<file path="src/rtl/text_writer.sv">
// Text-mode character writer: turns a character stream into VRAM writes on a 32-column text grid.
// Optional per-row clearing on each new-row event is enabled by defining TEXT_WRITER_CLEAR_ROW_EN.
package mapache64;
  localparam int unsigned VramAddrWidth = 16;
endpackage

module text_writer #(
  parameter logic [11:0] TXBL_BASE = 12'h900,
  parameter int unsigned ROWS      = 30
) (
  input  logic                               cpu_clk,
  input  logic                               rst_n,
  input  logic [7:0]                         char_data,
  input  logic                               char_valid,
  output logic                               char_ready,
  output logic [mapache64::VramAddrWidth-1:0] vram_address,
  output logic [7:0]                         data_out,
  output logic                               write_enable,
  output logic [4:0]                         cursor_row,
  output logic [4:0]                         cursor_col,
  output logic                               busy
);
  localparam int unsigned AW    = mapache64::VramAddrWidth;
  localparam int unsigned CELLS = 32 * ROWS;
  localparam int unsigned CW    = $clog2(CELLS + 1);

`ifdef TEXT_WRITER_CLEAR_ROW_EN
  typedef enum logic [1:0] {IDLE, CLEAR_ROW, CLEAR_SCREEN} state_t;
`else
  typedef enum logic [1:0] {IDLE, CLEAR_SCREEN} state_t;
`endif

  state_t          state_q, state_d;
  logic [4:0]      row_q, row_d, col_q, col_d;
  logic [CW-1:0]   cnt_q, cnt_d;
  logic            we_q, we_d;
  logic [AW-1:0]   addr_q, addr_d;
  logic [7:0]      data_q, data_d;
  logic            accept;
  logic            is_ctrl;
  logic [4:0]      row_next;

  function automatic logic [AW-1:0] cell_addr(input logic [4:0] r, input logic [4:0] c);
    return AW'(TXBL_BASE) + AW'({r, c});
  endfunction

  assign char_ready   = (state_q == IDLE);
  assign busy         = (state_q != IDLE);
  assign accept       = char_valid && char_ready;
  assign is_ctrl      = !char_data[7];
  assign row_next     = (row_q == 5'(ROWS - 1)) ? '0 : row_q + 5'd1;
  assign write_enable = we_q;
  assign vram_address = addr_q;
  assign data_out     = data_q;
  assign cursor_row   = row_q;
  assign cursor_col   = col_q;

  always_ff @(posedge cpu_clk or negedge rst_n) begin
    if (!rst_n) begin
      state_q <= IDLE;
      row_q   <= '0;
      col_q   <= '0;
      cnt_q   <= '0;
      we_q    <= 1'b0;
      addr_q  <= AW'(TXBL_BASE);
      data_q  <= '0;
    end else begin
      state_q <= state_d;
      row_q   <= row_d;
      col_q   <= col_d;
      cnt_q   <= cnt_d;
      we_q    <= we_d;
      addr_q  <= addr_d;
      data_q  <= data_d;
    end
  end

  // First clearing write is issued from the accepting cycle so the clear
  // states carry a write in every cycle they are occupied.
  always_comb begin
    state_d = state_q;
    row_d   = row_q;
    col_d   = col_q;
    cnt_d   = cnt_q;
    we_d    = 1'b0;
    addr_d  = addr_q;
    data_d  = data_q;
    case (state_q)
      IDLE: begin
        if (accept) begin
          if (is_ctrl && char_data[6:0] == 7'h08) begin
            if (col_q != '0) begin
              col_d  = col_q - 5'd1;
              we_d   = 1'b1;
              addr_d = cell_addr(row_q, col_q - 5'd1);
              data_d = 8'h20;
            end
          end else if (is_ctrl && char_data[6:0] == 7'h0A) begin
            col_d = '0;
            row_d = row_next;
`ifdef TEXT_WRITER_CLEAR_ROW_EN
            state_d = CLEAR_ROW;
            we_d    = 1'b1;
            addr_d  = cell_addr(row_next, 5'd0);
            data_d  = 8'h20;
            cnt_d   = CW'(1);
`endif
          end else if (is_ctrl && char_data[6:0] == 7'h0C) begin
            state_d = CLEAR_SCREEN;
            row_d   = '0;
            col_d   = '0;
            we_d    = 1'b1;
            addr_d  = AW'(TXBL_BASE);
            data_d  = 8'h20;
            cnt_d   = CW'(1);
          end else begin
            we_d   = 1'b1;
            addr_d = cell_addr(row_q, col_q);
            data_d = char_data;
            if (col_q == 5'd31) begin
              col_d = '0;
              row_d = row_next;
`ifdef TEXT_WRITER_CLEAR_ROW_EN
              state_d = CLEAR_ROW;
              cnt_d   = '0;
`endif
            end else begin
              col_d = col_q + 5'd1;
            end
          end
        end
      end
`ifdef TEXT_WRITER_CLEAR_ROW_EN
      CLEAR_ROW: begin
        if (cnt_q == CW'(32)) begin
          state_d = IDLE;
        end else begin
          we_d   = 1'b1;
          addr_d = cell_addr(row_q, cnt_q[4:0]);
          data_d = 8'h20;
          cnt_d  = cnt_q + CW'(1);
        end
      end
`endif
      CLEAR_SCREEN: begin
        if (cnt_q == CW'(CELLS)) begin
          state_d = IDLE;
        end else begin
          we_d   = 1'b1;
          addr_d = AW'(TXBL_BASE) + AW'(cnt_q);
          data_d = 8'h20;
          cnt_d  = cnt_q + CW'(1);
        end
      end
      default: state_d = IDLE;
    endcase
  end
endmodule

</file>
<file path="config.mk">
export PLATFORM = sky130hd
export DESIGN_NAME = text_writer
export DESIGN_NICKNAME = d
export VERILOG_FILES = /design/src/rtl/text_writer.sv
export SDC_FILE = /design/constraint.sdc
export NUM_CORES = 1
export LEC_CHECK = 0
export BUFFER_PORTS_ARGS = -buffer_cell sky130_fd_sc_hd__buf_2
export CAP_MARGIN = 25
export CORE_MARGIN = 3
export CORE_UTILIZATION = 59
export CTS_CLUSTER_SIZE = 40
export DETAILED_ROUTE_END_ITERATION = 7
export GPL_ROUTABILITY_DRIVEN = 0
export HOLD_SLACK_MARGIN = 0.03
export MAX_ROUTING_LAYER = met4
export PLACE_DENSITY = 0.84
export SYNTH_ARGS = -nofsm -noshare
export SYNTH_HDL_FRONTEND = slang
export SYNTH_SLANG_ARGS = --single-unit
export TNS_END_PERCENT = 100
</file>
<file path="constraint.sdc">
create_clock -name cpu_clk -period 6.1 [get_ports cpu_clk]
set_clock_uncertainty 0.05 [all_clocks]
set_input_delay 0.305 -clock cpu_clk [delete_from_list [all_inputs] [get_ports cpu_clk]]
set_output_delay 0.305 -clock cpu_clk [all_outputs]
set_load 0.01 [all_outputs]
</file>
Word-level counts from Yosys, hierarchy flattened:

Index checks and enable logic that the tools add are counted.

* add/sub/neg operators: 7
* eq/ne operators: 16
* multiplexer cells: 41
* bitwise logic cells: 1
* reduce and logical (&&, ||, !) cells: 15

Operators with widths (count)
* $mux 16: 5
* $mux 10: 5
* $mux 8: 6
* $mux 5: 9
* $add 12x10->13 const A: 3
* $pmux 16 s2: 1
* $eq 7x4->1 const B: 3
* $pmux 10 s2: 1
* $pmux 8 s2: 1
* $mux 13: 1
* $add 10x1->10 const B: 1
* $add 5x1->5 const B: 2
* $eq 10x10->1 const B: 1
* $eq 5x5->1 const B: 2
* $mux 2: 5
* $reduce_and 5->1: 2
* $ne 2x2->1 const B: 4
* $ne 2x1->1 const B: 3
* $reduce_and 6->1: 1
* $mux 1: 5
* $reduce_bool 5->1: 1
* $sub 5x1->5 const B: 1
* $logic_and 1x1->1: 4
* $pmux 2 s2: 1
* 11 further kinds: 12

* register bits: 47
* input bits: 11
* output and inout port bits: 37
* logic and storage cells: 87

Depth between registers and ports, before layout:

Gate-level depths: netlist of run 1.

* word-level depth: 7
* depth in mapped cells: 7
* gate-level depth less buffers: 6

Worst setup path before layout of run 1:

No wires, ideal clock.

* path kind: reg-to-reg
* from: register col_q[0], in the netlist cursor_col[0]
* to: register addr_q[10], in the netlist vram_address[10]
* library setup time: 0.125 ns
* arrival: 2.079 ns
* required time: 5.925 ns
* path slack: 3.846 ns
* stages on the path, launching flop included: 8
* period minus slack after synthesis: 2.254 ns
* path through: dfrtp_1 inv_1 ha_1 nor4b_2 o211ai_2 a21oi_4 buf_6 mux2_2

* word-level cells in the longest chain between the ends: 6
* elaborated cells between the ends (all ways): 12

RTL lines
* from (decl): RTL line 34 `logic [4:0] row_q, row_d, col_q, col_d;`
* from (signal assigned): RTL line 70 `col_q <= col_d;`
* $sub 5x1->5 or $add 12x10->13 (tied branches): RTL line 95, 44
* $add 12x10->13 or $mux 13 (tied branches): RTL line 44, 108
* $mux 16, on equally long branches: RTL line 92, 98
* $mux 16: RTL line 91 `if (is_ctrl && char_data[6:0] == 7'h08) begin`
* $mux 16: RTL line 90 `if (accept) begin`
* $pmux 16 s2: RTL line 88 `case (state_q)`
* to (signal assigned): RTL line 65 `addr_q <= AW'(TXBL_BASE);`
* to (signal assigned): RTL line 73 `addr_q <= addr_d;`
* to (decl): RTL line 37 `logic [AW-1:0] addr_q, addr_d;`

Parallel ways exist; a longest one is shown, timed or not. The select of a mux whose other input is x is not followed.
A chain may end at the register's enable or synchronous reset.

Final worst setup path of run 1:

* from: register col_q[0], in the netlist cursor_col[0]
* to: register addr_q[1], in the netlist vram_address[1]

The elaborated chain is that of the path after synthesis.

==> results of run 1 <==
worst max-delay path, cell delays in order, from the launching register on:
cell and delay (ns):
sky130_fd_sc_hd__dfrtp_1 0.44, sky130_fd_sc_hd__inv_1 0.13, sky130_fd_sc_hd__ha_1 0.27, sky130_fd_sc_hd__nor4b_2 0.45
sky130_fd_sc_hd__o211ai_2 0.19, sky130_fd_sc_hd__a21oi_4 0.54, sky130_fd_sc_hd__mux2_2 0.40
cells in the mapped netlist, drive strengths merged, types with 6 or more instances:
library cell and n:
ha 9, buf 10, nand2 22, mux2i 8, o21ai 20, mux2 14
nor3 7, inv 13, dfrtp 40, a22o 9, xnor2 6, nand3 9
layer usage:
metal,track usage,vias to the layer above,share of wire
met2,0.392,115,0.50
li1,-,965,-
met3,0.0426,10,0.079
met5,-,-,0
met1,0.334,1025,0.41
met4,0.0731,0,0.015
cells by family (layout without fill, tap and decap cells):
group                    after synthesis  in the layout
AND/OR/NAND/NOR                       70             70
AO/OA/AOI/OAI                         61             61
flip-flops                            41             41
buffers and inverters                 28             64
multiplexers                          22             22
adder cells (fa/ha/maj)                9              9
XOR/XNOR                               9              9
other                                  2              5
metrics by stage:
step                      hold slack, ns  instances   util  cell area (um^2)
after floorplan                  -0.0406        245      -              2480
after global placement             0.421        321  0.691              2660
after detailed placement           0.429        321  0.691              2660
after CTS                          0.120        329  0.726              2800
after global routing               0.144        329  0.726              2800
final                             0.0598        329  0.726              2800
report_power, final:
group / switching [mW] / internal, mW
registers: 0.00221 / 0.273
clock network: 0.0959 / 0.163
logic: 0.0194 / 0.00867
layout by cell type, fill, tap and decap left out, drive strengths merged, types with 6 or more instances in the layout:
cell   count
mux2      14
buf       43
a22o       9
ha         9
nor3       7
nand2     22
nand3      9
xnor2      6
mux2i      8
dfrtp     40
o21ai     20
inv       13
flip-flops by register name (all words and copies together) (netlist names):
signal and flops:
write_enable 1, cursor_row 5, state_q 1, vram_address 11
cursor_col 5, cnt_q 10, data_out 8
worst max-delay path by stage:
stage          slack (ns)          endpoint          start  depth (start not counted)
2_1_floorplan        3.85  vram_address[10]  cursor_col[0]                          7
3_3_place_gp         3.68  vram_address[10]  cursor_col[0]                          6
3_5_place_dp         3.55   vram_address[1]  cursor_col[0]                          6
4_1_cts              3.55   vram_address[1]  cursor_col[0]                          6
5_1_grt              3.38   vram_address[3]  cursor_col[0]                          6
6_report             3.50   vram_address[1]  cursor_col[0]                          6
cell type report:
type / instances / area share
sequential: 41 / 0.367
clock buffer: 5 / 0.0246
clock inverter: 3 / 0.0233
multi-input combinational: 176 / 0.468
inverter: 13 / 0.0174
timing repair buffer: 43 / 0.0779
tap: 48 / 0.0215
==> impl_summary.log, run 1 <==
INFO  metric setup_ws = 3.50 ns
INFO  metric wirelength = 5830 um
INFO  metric maximum_number_of_pins_on_one_net_before_global_route_repair = 42
INFO  metric floorplan.io_pins = 48
INFO  metric holdBufCountCts = 0
INFO  metric number_of_enable_flip_flop_cells_after_synthesis = 0
INFO  metric worstSetupEndpointType = flop
INFO  metric p_total = 561 uW
INFO  metric worstPathMaxFanout = 17
INFO  metric start_kind = flop
INFO  metric global_route.usage.total = 0.250
INFO  metric drc = 0
INFO  metric cellLeakagePower = ~1.3 nW
INFO  metric regToRegEndpoint = vram_address[1]
INFO  metric period_share = 0.427
INFO  metric yosys-mux-area-fraction = 0.0963
INFO  metric synth_top_area_share = 0.405
INFO  metric post-place-ws = 3.55 ns
INFO  metric grt_antenna_before_repair = 0
INFO  metric tritoncts = built
INFO  metric report.final.hold_viol_count = 0
INFO  metric grt_overflow = 0
INFO  metric total_neg_setup_slack = 0 ns
INFO  metric rsz0062_at_grt = no
INFO  metric synth_fa_ha_area_frac = 0.0456
INFO  metric synthSimpleGateAreaFrac = 0.159
INFO  metric synth_cell_type_count = 55
INFO  metric via_per_inst = 6.43
INFO  metric first_global_vias = 1986
INFO  metric place.port_buffers = 42
INFO  metric clock_latency = roughly 0.3 ns
INFO  metric detailed_place_hpwl = 4180 um
INFO  metric timing.setup.critical_path_class = flop to flop
INFO  metric cts_root_buf = sky130_fd_sc_hd__clkbuf_8
INFO  metric post_cts.resized_instances = 0
INFO  metric crit_required = 6.23 ns
INFO  metric htree_levels = 2
INFO  metric initial_cell_density_of_the_core = 0.641
INFO  metric ir_worst_vdd = 146 uV
INFO  metric timing.rr.start = cursor_col[0]
INFO  metric synth.largest_area_cell = sky130_fd_sc_hd__dfrtp_1
INFO  metric synth_area_per_cell = 10.2 um^2
INFO  metric yosysWarningCount = 0
INFO  metric pwr_density_cell = approximately 200 nW/um^2
INFO  metric share_of_post_route_cells_with_drive_strength_above_1 = 0.278
INFO  metric areaGrowthSynthToFinish = 13.2%
INFO  metric drt_first_iter_violations = 365
INFO  metric yosys_most_used_dff = sky130_fd_sc_hd__dfrtp_1
INFO  metric sequential_fraction_of_the_synthesis_area = 0.416
INFO  metric synth-compound-area-share = 0.189
INFO  metric report.final.slew_viol_count = 0
INFO  metric cts.sinks = 41
INFO  metric row_count = 22
INFO  metric transition_time_of_the_tightest_slew_check_pin = 0.891 ns
INFO  metric clk_path_buf_depth = 2
INFO  metric num-nets-final = 300
INFO  metric fraction_of_registers_with_async_set_reset = 1.00
INFO  metric crit_arrival = ~2.7 ns
INFO  metric die_height = 70.7 um
INFO  metric status = complete, no violations
INFO  metric post_synth_inst_count = 242
INFO  metric post-cts-setup-buffer-count = 0
INFO  metric largest_cells_by_area_after_synthesis = sky130_fd_sc_hd__dfrtp_1 41%, sky130_fd_sc_hd__mux2_2 5.9%, sky130_fd_sc_hd__ha_1 4.6%
INFO  metric multiInputGateArea = 1310 um^2
INFO  metric postRouteAntennaNets = 0
INFO  metric grt_first_pass_wirelength = 9730 um
INFO  metric max_cap_viol_count = 0
INFO  metric max_freq = 384 MHz
INFO  metric antenna_cells_inserted = 0
INFO  metric cts.clk_slew.worst_paths = around 0.08 ns
INFO  metric synth_xor_area_frac = 0.0319
INFO  metric ff_latch_area = 1030 um^2
INFO  metric synth_top_family_by_area = compound AO/OA/AOI/OAI gates
INFO  metric die_area = approximately 5000 um^2
INFO  metric detail_route.wl_per_cell = 17.7 um
INFO  metric die_width = 70.7 um
INFO  metric worst_slew_margin_rel = 0.405
INFO  metric core_area = 3850 um^2
INFO  metric vias = 2115
INFO  metric r2r_setup_slack = approximately 3.5 ns
INFO  metric detail_route.first_pass.iterations = 5
INFO  metric synth.ff_latch_count = 41
INFO  metric syn_area = 2470 um^2
INFO  metric r2r.worst_path.cells = 6
INFO  metric setup-violations-final = 0
INFO  metric holdCritPathClass = input port to asynchronous set/reset pin
INFO  metric cts_buffers = 5
INFO  metric nFillCells = 286
INFO  metric post-route-min-period = 2.60 ns
Power figures use the tool's default switching activity.
==> run 2, diff against run 1 <==
--- a/config.mk
+++ b/config.mk
@@ -8,13 +8,13 @@
 export BUFFER_PORTS_ARGS = -buffer_cell sky130_fd_sc_hd__buf_2
 export CAP_MARGIN = 25
 export CORE_MARGIN = 3
-export CORE_UTILIZATION = 59
+export CORE_UTILIZATION = 50
 export CTS_CLUSTER_SIZE = 40
 export DETAILED_ROUTE_END_ITERATION = 7
 export GPL_ROUTABILITY_DRIVEN = 0
 export HOLD_SLACK_MARGIN = 0.03
 export MAX_ROUTING_LAYER = met4
-export PLACE_DENSITY = 0.84
+export PLACE_DENSITY = 0.76
 export SYNTH_ARGS = -nofsm -noshare
 export SYNTH_HDL_FRONTEND = slang
 export SYNTH_SLANG_ARGS = --single-unit
==> constraint.sdc (replaced) <==
create_clock -name cpu_clk -period 2.15 [get_ports cpu_clk]
set_clock_uncertainty 0.05 [all_clocks]
set_input_delay 0.1075 -clock cpu_clk [delete_from_list [all_inputs] [get_ports cpu_clk]]
set_output_delay 0.1075 -clock cpu_clk [all_outputs]
set_load 0.01 [all_outputs]
==> run 2 against run 1 <==
Effect of this change:
- sequential share of layout area down 2.2 points
- die area up 16%
- global-route usage down 1.8 points
- non-clock buffer count up 23
- design area up 6.5%
- register-to-register slack worse by 3.4 ns
- sequential power rose to 2.8 times the previous value
- first-iteration DRC count down 44%
- clock power up 140%
- combinational power rose to 3.5 times the previous value
- maximum frequency up 27%
- core utilization down 7.3 points
- critical path type unchanged
- largest cell class unchanged
- highest routed layer unchanged
==> impl_summary.log, run 2 (synthesis gave the netlist of run 1 again) <==
INFO  metric cts_root_buf = sky130_fd_sc_hd__clkbuf_8
INFO  metric place.port_buffers = 42 (unchanged)
INFO  metric transition_time_of_the_tightest_slew_check_pin = 0.907 ns (+0.0161 ns)
INFO  metric share_of_post_route_cells_with_drive_strength_above_1 = 0.329 (+0.0514)
INFO  metric clock_latency = 0.30 ns (about the same)
INFO  metric worstSetupEndpointType = flop
INFO  metric first_global_vias = 2147 (+8.1%)
INFO  metric maximum_number_of_pins_on_one_net_before_global_route_repair = 42 (unchanged)
INFO  metric setup-violations-final = 0 (unchanged)
INFO  metric holdCritPathClass = input port to flop
INFO  metric initial_cell_density_of_the_core = 0.541 (-0.0998)
INFO  metric worst_slew_margin_rel = 0.396 (-0.00951)
INFO  metric detail_route.wl_per_cell = 16.4 um (-7.4%)
INFO  metric htree_levels = 2 (unchanged)
INFO  metric hold-worst-slack = 0.0390 ns (-0.0208 ns)
INFO  metric drc = 0 (unchanged)
INFO  metric postRouteAntennaNets = 0 (unchanged)
INFO  metric cts.clk_slew.worst_paths = 0.08 ns (about the same)
INFO  metric post-place-ws = 0.105 ns (-3.45 ns)
INFO  metric via_per_inst = 5.69 (-11%)
INFO  metric cellLeakagePower = 1.43 nW (+7.6%)
INFO  metric tritoncts = built
INFO  metric detail_route.first_pass.iterations = 4 (-1)
INFO  metric grt_overflow = 0 (unchanged)
INFO  metric max_freq = 488 MHz (+27%)
INFO  metric row_count = 24 (+9.1%)
INFO  metric holdBufCountCts = 1 (+1)
INFO  metric die_area = 5820 um^2 (+16%)
INFO  metric crit_arrival = 2.18 ns (-0.56 ns)
INFO  metric cts_buffers = 5 (unchanged)
INFO  metric status = complete, no violations
INFO  metric rsz0062_at_grt = no
INFO  metric grt_first_pass_wirelength = 10600 um (+8.9%)
INFO  metric report.final.slew_viol_count = 0 (unchanged)
INFO  metric post-route-min-period = 2.05 ns (-0.554 ns)
INFO  metric crit_required = 2.28 ns (-3.95 ns)
INFO  metric die_width = 76.3 um (+7.9%)
INFO  metric areaGrowthSynthToFinish = 20.6%
INFO  metric detailed_place_hpwl = 4590 um (+9.8%)
INFO  metric largest_register_ff_count = 11 (unchanged)
INFO  metric mostFrequentLayoutCell = sky130_fd_sc_hd__buf_2
INFO  metric timing.setup.critical_path_class = flop to flop
INFO  metric worstPathMaxFanout = 11 (-6)
INFO  metric layout.cells.most_common_list = 42 x sky130_fd_sc_hd__buf_2, 40 x sky130_fd_sc_hd__dfrtp_1, 23 x sky130_fd_sc_hd__buf_4
INFO  metric vias = 2101 (-0.66%)
INFO  metric post_cts.resized_instances = 0 (unchanged)
INFO  metric wirelength = 6060 um (+3.9%)
INFO  metric floorplan.io_pins = 48 (unchanged)
INFO  metric cts.sinks = 41 (unchanged)
INFO  metric ir_worst_vdd = 359 uV (+150%)
INFO  metric clk_path_buf_depth = 2 (unchanged)
INFO  metric report.final.hold_viol_count = 0 (unchanged)
INFO  metric total_neg_setup_slack = 0 ns (unchanged)
INFO  metric core_area = 4560 um^2 (+18%)
INFO  metric drt_first_iter_violations = 204 (-44%)
INFO  metric postLayoutCoreUtil = 0.652 (-0.0732)
INFO  metric die_height = 76.3 um (+7.9%)
INFO  metric period_share = 0.953 (+0.526)
INFO  metric post-cts-setup-buffer-count = 0 (unchanged)
INFO  metric setup_ws = 0.101 ns (-3.40 ns)
INFO  metric pwr_density_cell = 499 nW/um^2 (+150%)
INFO  metric max_cap_viol_count = 0 (unchanged)
INFO  metric grt_antenna_before_repair = 0 (unchanged)
INFO  metric global_route.usage.total = 0.232 (-0.0179)
INFO  metric start_kind = flop
INFO  metric num-nets-final = 323 (+7.7%)
INFO  metric antenna_cells_inserted = 0 (unchanged)
-- run 2: cell count changes in the layout (fill, tap and decap cells not counted), sizes merged --
cell / previous run / this run
buf: 43 / 65
dlygate4sd3: 0 / 1
clkbuf: 5 / 6
bufinv: 2 / 1
-- run 2: path summary, 6_finish.rpt --
check,slack [ns],startpoint,depth (start not counted),end
worst max-delay path,0.10,cnt_q[3],5,vram_address[6]
worst min-delay path,0.04,char_data[0],2,data_out[0]
worst max register to register,0.10,cnt_q[3],5,vram_address[6]
worst min register to register,0.45,cnt_q[9],1,cnt_q[9]
max in group asynchronous,1.06,rst_n,2,data_out[6]
min in group asynchronous,0.43,rst_n,2,cursor_col[3]
-- run 2: critical path, stage by stage (launching register included) --
cell	delay [ns]
sky130_fd_sc_hd__dfrtp_1	0.37
sky130_fd_sc_hd__or4_1	0.56
sky130_fd_sc_hd__o21a_1	0.27
sky130_fd_sc_hd__a21oi_4	0.13
sky130_fd_sc_hd__buf_4	0.21
sky130_fd_sc_hd__mux2_2	0.36
-- run 2: routing by layer --
metal	share of wire	track usage	vias up
met5	0	-	-
met1	0.44	0.300	1017
met2	0.49	0.364	70
met4	0.015	0.0725	0
met3	0.055	0.0520	9
li1	-	-	1005
-- run 2: where the power goes --
group | internal (mW) | total [mW] | switching, mW
registers | 0.774 | 0.776 | 0.00224
clock network | 0.345 | 0.614 | 0.269
logic | 0.0373 | 0.0977 | 0.0605
-- run 2: layout make-up --
class | count | area, um^2
inverters | 13 | 48.8
multi-input cells | 176 | 1320
clock inverters | 2 | 35.0
well taps | 65 | 81.3
flip-flops and latches | 41 | 1030
fillers | 403 | 1590
repair buffers | 66 | 393
clock buffers | 6 | 72.6
-- run 2: metrics by stage --
stage                     cells  instance area [um^2]  power (mW)
after floorplan             245                  2490       0.837
after global placement      360                  2860       0.886
after detailed placement    360                  2860       0.887
after CTS                   369                  2980        1.50
after global routing        369                  2980        1.56
final                       369                  2980        1.49
